$ cat src/rtl/dsp_mac_sequencer.sv
`default_nettype none
// ============================================================================
//  Module   : dsp_mac_sequencer
//  Purpose  : Feeds operand beats into a pipelined DSP multiply-accumulate
//             slice, steers its OPMODE so the first beat of a frame restarts
//             the accumulator, waits out the slice latency and returns the
//             accumulated frame result over a valid/ready handshake.
//  Options  : define MAC_SEQ_SAT_EN to saturate results wider than ACC_W bits
//             to 2^ACC_W-1 and flag them on r_ovf_o.
//  Revision : 1.0 - initial release
// ============================================================================
module dsp_mac_sequencer #(
    parameter int LAT     = 3,   // operand edge to P contribution, cycles
    parameter int OPM_DLY = 1,   // OPMODE lag behind its operands, cycles
    parameter int MAX_LEN = 16,  // beats per frame before forced close
    parameter int ACC_W   = 40   // result width for overflow detection
) (
    input  logic        clk,
    input  logic        rst_n,
    // operand stream
    input  logic        s_valid_i,
    output logic        s_ready_o,
    input  logic [17:0] s_a_i,
    input  logic [17:0] s_b_i,
    input  logic        s_last_i,
    // DSP slice
    output logic [17:0] dsp_a_o,
    output logic [17:0] dsp_b_o,
    output logic [7:0]  dsp_opmode_o,
    input  logic [47:0] dsp_p_i,
    // result stream
    output logic        r_valid_o,
    input  logic        r_ready_i,
    output logic [47:0] r_data_o,
    output logic        r_ovf_o,
    output logic        r_err_o
);

    localparam int CNT_W  = $clog2(MAX_LEN + 1);
    localparam int DCNT_W = $clog2(LAT + 1) + 1;

    localparam logic [7:0] OPM_LOAD = 8'h01;  // P = M
    localparam logic [7:0] OPM_ACC  = 8'h09;  // P = P + M

    typedef enum logic [1:0] {
        ST_IDLE  = 2'd0,
        ST_FEED  = 2'd1,
        ST_DRAIN = 2'd2,
        ST_HOLD  = 2'd3
    } state_t;

    state_t              state_q, state_d;
    logic [CNT_W-1:0]    cnt_q, cnt_d;
    logic [DCNT_W-1:0]   dcnt_q, dcnt_d;
    logic                err_pend_q, err_pend_d;
    logic                rdy_en_q;
    logic [17:0]         dsp_a_q, dsp_a_d;
    logic [17:0]         dsp_b_q, dsp_b_d;
    logic [7:0]          opm_d;
    logic [7:0]          opm_q [OPM_DLY+1];
    logic                r_valid_q, r_valid_d;
    logic [47:0]         r_data_q, r_data_d;
    logic                r_ovf_q, r_ovf_d;
    logic                r_err_q, r_err_d;

    logic                accept;
    logic                frame_end;
    logic [47:0]         p_result;
    logic                p_ovf;

    // Result conditioning applied to the slice output at sampling time
`ifdef MAC_SEQ_SAT_EN
    assign p_ovf    = |dsp_p_i[47:ACC_W];
    assign p_result = p_ovf ? {{(48-ACC_W){1'b0}}, {ACC_W{1'b1}}} : dsp_p_i;
`else
    assign p_ovf    = 1'b0;
    assign p_result = dsp_p_i;
`endif

    // Upstream may only transfer while a frame is being collected; held off
    // during the first cycle after reset release.
    assign s_ready_o = rdy_en_q && ((state_q == ST_IDLE) || (state_q == ST_FEED));
    assign accept    = s_valid_i && s_ready_o;
    assign frame_end = accept && (s_last_i || (cnt_q == CNT_W'(MAX_LEN - 1)));

    // Next-state, beat bookkeeping and result capture
    always_comb begin
        state_d    = state_q;
        cnt_d      = cnt_q;
        dcnt_d     = dcnt_q;
        err_pend_d = err_pend_q;
        r_valid_d  = r_valid_q;
        r_data_d   = r_data_q;
        r_ovf_d    = r_ovf_q;
        r_err_d    = r_err_q;
        // Non-beat cycles push zero operands so the slice adds nothing.
        dsp_a_d    = accept ? s_a_i : 18'd0;
        dsp_b_d    = accept ? s_b_i : 18'd0;
        // Only the opening beat of a frame reloads the accumulator.
        opm_d      = (accept && (state_q == ST_IDLE)) ? OPM_LOAD : OPM_ACC;

        unique case (state_q)
            ST_IDLE, ST_FEED: begin
                if (accept) begin
                    cnt_d   = cnt_q + CNT_W'(1);
                    state_d = ST_FEED;
                    if (frame_end) begin
                        state_d    = ST_DRAIN;
                        cnt_d      = '0;
                        dcnt_d     = '0;
                        err_pend_d = !s_last_i;
                    end
                end
            end
            ST_DRAIN: begin
                dcnt_d = dcnt_q + DCNT_W'(1);
                // The LAT+1-th edge after the last beat sees its contribution.
                if (dcnt_q == DCNT_W'(LAT)) begin
                    state_d   = ST_HOLD;
                    r_valid_d = 1'b1;
                    r_data_d  = p_result;
                    r_ovf_d   = p_ovf;
                    r_err_d   = err_pend_q;
                end
            end
            ST_HOLD: begin
                if (r_ready_i) begin
                    r_valid_d = 1'b0;
                    state_d   = ST_IDLE;
                end
            end
            default: state_d = ST_IDLE;
        endcase
    end

    // Control and result registers
    always_ff @(posedge clk or negedge rst_n) begin
        if (!rst_n) begin
            state_q    <= ST_IDLE;
            cnt_q      <= '0;
            dcnt_q     <= '0;
            err_pend_q <= 1'b0;
            rdy_en_q   <= 1'b0;
            dsp_a_q    <= '0;
            dsp_b_q    <= '0;
            r_valid_q  <= 1'b0;
            r_data_q   <= '0;
            r_ovf_q    <= 1'b0;
            r_err_q    <= 1'b0;
        end else begin
            state_q    <= state_d;
            cnt_q      <= cnt_d;
            dcnt_q     <= dcnt_d;
            err_pend_q <= err_pend_d;
            rdy_en_q   <= 1'b1;
            dsp_a_q    <= dsp_a_d;
            dsp_b_q    <= dsp_b_d;
            r_valid_q  <= r_valid_d;
            r_data_q   <= r_data_d;
            r_ovf_q    <= r_ovf_d;
            r_err_q    <= r_err_d;
        end
    end

    // OPMODE delay line: stage 0 aligns with the operands, the last stage
    // trails them by OPM_DLY cycles to match the slice's internal pipeline.
    always_ff @(posedge clk or negedge rst_n) begin
        if (!rst_n) begin
            for (int i = 0; i <= OPM_DLY; i++) opm_q[i] <= 8'h00;
        end else begin
            opm_q[0] <= opm_d;
            for (int i = 1; i <= OPM_DLY; i++) opm_q[i] <= opm_q[i-1];
        end
    end

    assign dsp_a_o      = dsp_a_q;
    assign dsp_b_o      = dsp_b_q;
    assign dsp_opmode_o = opm_q[OPM_DLY];
    assign r_valid_o    = r_valid_q;
    assign r_data_o     = r_data_q;
    assign r_ovf_o      = r_ovf_q;
    assign r_err_o      = r_err_q;

endmodule
`default_nettype wire

$ cat config.mk
export PLATFORM = sky130hd
export DESIGN_NAME = dsp_mac_sequencer
export DESIGN_NICKNAME = d
export VERILOG_FILES = /design/src/rtl/dsp_mac_sequencer.sv
export SDC_FILE = /design/constraint.sdc
export NUM_CORES = 1
export LEC_CHECK = 0
export CELL_PAD_IN_SITES_DETAIL_PLACEMENT = 0
export CELL_PAD_IN_SITES_GLOBAL_PLACEMENT = 1
export CORE_UTILIZATION = 34
export DETAILED_ROUTE_END_ITERATION = 8
export PLACE_DENSITY = 0.85
export RECOVER_POWER = 100
export SLEW_MARGIN = 20
export SYNTH_ARGS = -nofsm -noshare
export SYNTH_HDL_FRONTEND = slang
export SYNTH_SLANG_ARGS = --single-unit
$ cat constraint.sdc
create_clock -name clk -period 3.4 [get_ports clk]
set_clock_uncertainty 0.1 [all_clocks]
set_input_delay 1.02 -clock clk [delete_from_list [all_inputs] [get_ports clk]]
set_output_delay 1.02 -clock clk [all_outputs]
set_load 0.05 [all_outputs]
==> key figures <==
Status
  • Status: completed

Worst setup path
  • CP Launch Type: register
  • WS Path Type: register to primary output
  • Critical path launch point: state_q[1]
  • CP Capture Type: primary output
  • Buf+Inv Stages, Crit Path: 1
  • Worst Path Arrival: 1.90 ns
  • R2R Setup Slk: 0.75 ns
  • Worst r2r src: dcnt_q[0]
  • CP required: 2.28 ns
  • Top delay family on crit path: buffers and inverters
  • Critical Path, Cell by Cell: nor2b_1 -> dlygate4sd3_1
  • Worst r2r dst: r_data_o[29]
  • Critical path endpoint: s_ready_o
  • Crit Path Max Fanout: 13
  • Slowest stage delay, CP: 0.89 ns
  • Worst-case reg-to-reg path depth: 4
  • CP max-delay cell: dlygate4sd3_1
  • Worst path depth: 2

Timing
  • RSZ-0062 raised after global routing: no
  • Fin crit period: 3.016 ns
  • Slew headroom: 13.17%
  • Final period util: 88.72%
  • Final hold vios: 0
  • Fin. max-slew vios: 0
  • Final setup viols: 0
  • Total Neg Setup Slack: 0 ns
  • Worst-Margin Slew: 1.296 ns
  • Setup ws final: 0.3836 ns
  • Fmax: 331.5 MHz

Clock network
  • Num CTS Buffers: 9
  • CTS tree: yes
  • H-tree Lvls: 3
  • Worst skew pair latency: 0.34 ns
  • Cts hold-fix bufs: 0
  • CTS resizes: 0
  • Root buf cell: clkbuf_8
  • Clock buffer depth: 2
  • Clock sink count: 101
  • # Post-CTS Setup Buffers: 0
  • Worst-path clk slew: 0.09 ns

Floorplan
  • Die width: 108.0 um
  • DIE HEIGHT: 108.0 um
  • Die area: 11670 um^2
  • Initial Util: 35.11%
  • CORE AREA: 10890 um^2
  • FP Rows: 38
  • I/O pin count: 185

Placement
  • Final GP Congestion: 0.6818
  • IO buf count: 177
  • Dpl ws: 0.6177 ns
  • Placed inst area: 5680 um^2
  • DP HPWL: 6.436 mm

Min path
  • Min-Delay Path Class: register to register
  • Worst Hold Depth: 0

Power
  • Register share of total power: 34.8%
  • Clk pwr share: 15.9%
  • Sw power: 0.002232 W
  • Pwr dens: 874.4 nW/um^2
  • VDD IR-drop max: 508.5 uV
  • Sw Ratio: 43.71%
  • Leak Pwr: 2.640 nW
  • P_int: 0.002874 W
  • Combinational group share of total power: 49.4%
  • PnR Total Power: 0.005106 W

Drt
  • Starting DRC count in detailed routing: 56
  • Drt wl/cell: 14.85 um
  • Via count: 2545
  • DRC Markers: 0
  • Vias per Instance: 4.403
  • Final Routed Wirelength: 8.583 mm
  • DRT Pass-1 Iters: 4
  • DRT antenna net count: 0

Synthesis
  • Synth warn: 0
  • Syn_area_per_cell: 14.82 um^2
  • Ys flop type: dfrtp_1
  • Area contributors post-synth: dfrtp_1 66%, mux2_2 12%, and2_1 5.9%
  • Unique masters post-synth: 31
  • Cells after Synth: 258
  • Async SR Flop Fraction: 100.0%
  • Post-synth design cell area: 3822 um^2
  • Cell with the most instances after synthesis: dfrtp_1
  • Register bit total from synthesis: 101
  • Post-synthesis sequential area ratio: 66.12%
  • Post-synth top area share: 66.12%
  • Commonest cells in the netlist: 101 x dfrtp_1, 40 x mux2_2, 36 x and2_1, 10 x mux2_4, 9 x buf_4
  • Post-synth EDFFs: 0
  • Cell taking the most area after synthesis: dfrtp_1

Cells and area
  • Storage element area: 2527 um^2
  • Multi-input logic area: 1124 um^2
  • Final net count: 527
  • Fillers: 953
  • Diode count: 0
  • Layout cells sized above 1: 13.24%
  • Final Cell Area: 5839 um^2
  • Area grow syn2layout: 52.77%

GRT
  • Total track usage: 14.76%
  • Initial antenna violation count: 0
  • Vias in the first global route: 2544
  • Largest net degree at the start of global routing: 55
  • GR Overflow Total: 0
  • Global-route wire length before repair: 12.97 mm

Job
  • Max-Cap Viols: 0
per-stage QoR:
step                cells  utilization [%]  hold slack [ns]
finish                578            53.63           0.2502
global route          578            53.63           0.2711
CTS                   578            54.11           0.2497
detailed placement    563            52.17           0.2347
global placement      563            52.17           0.2383
floorplan             264                -           0.2312
layer usage:
| layer | vias up | part of all wire [%] | GRT usage [%] |
|---|---|---|---|
| li1 | 1200 | - | - |
| met1 | 1263 | 40 | 17.24 |
| met2 | 75 | 54 | 26.75 |
| met4 | 0 | 0.76 | 3.620 |
| met5 | - | 0 | 0 |
| met3 | 7 | 5.4 | 3.918 |
final cells by class:
| cell class | count | area share (%) |
|---|---|---|
| Clock buffer | 10 | 2.186 |
| Clock inverter | 5 | 1.436 |
| Inverter | 3 | 0.1928 |
| Multi-Input combinational cell | 140 | 19.24 |
| Sequential cell | 101 | 43.28 |
| Tap cell | 140 | 3.000 |
| Timing Repair Buffer | 179 | 30.66 |
power groups by stage:
stage / Combinational [W] / Sequential [W] / Clock (W)
3_5_place_dp: 0.00273 / 0.00183 / 0
2_1_floorplan: 0.000664 / 0.00297 / 0
3_3_place_gp: 0.00270 / 0.00181 / 0
5_1_grt: 0.00264 / 0.00183 / 0.000888
4_1_cts: 0.00274 / 0.00180 / 0.000845
6_report: 0.00252 / 0.00178 / 0.000811
logic make-up (layout without fill, tap and decap cells):
logic type                 Yosys count  count (layout)  share of synthesized area [%]
AOI/OAI and AO/OA                   20              20                          3.372
xor gates and xnor gates             1               1                         0.2292
adders and majority gates            4               4                          1.309
buffers and inverters               23             197                          3.862
DFF                                101             101                          66.12
muxes                               51              51                          15.97
other                                2               8                         0.1965
and+or+nand+nor                     56              56                          8.936
cell usage in the layout, fill, tap and decap left out, types with 3 or more instances in the layout:
cell type and count:
ha_1 4, a22o_1 3, dfrtp_1 101, and2_0 23, mux2_1 10, mux2_2 40, a21oi_1 4, dlygate4sd3_1 92
clkdlybuf4s50_1 84, nand2_1 8, and2_1 13, inv_1 3, clkbuf_8 9, o21ai_0 6, conb_1 8
sequential cells by signal, summed over array words and instances, names as in the netlist:
register / flops
r_err_o: 1
cnt_q: 5
dcnt_q: 3
r_valid_o: 1
opm_q: 2
dsp_opmode_o: 2
dsp_a_o: 18
err_pend_q: 1
state_q: 2
r_data_o: 48
dsp_b_o: 18
worst min-delay path by stage:
stage | slack, ns | to | from
floorplan | 0.23 | dsp_opmode_o[3] | opm_q[11]
global placement | 0.24 | dsp_opmode_o[3] | opm_q[11]
finish | 0.25 | dsp_opmode_o[3] | opm_q[11]
CTS | 0.25 | dsp_opmode_o[3] | opm_q[11]
detailed placement | 0.23 | dsp_opmode_o[3] | opm_q[11]
global route | 0.27 | dsp_opmode_o[3] | opm_q[11]
Note: power is estimated with default switching activity, not from simulation.
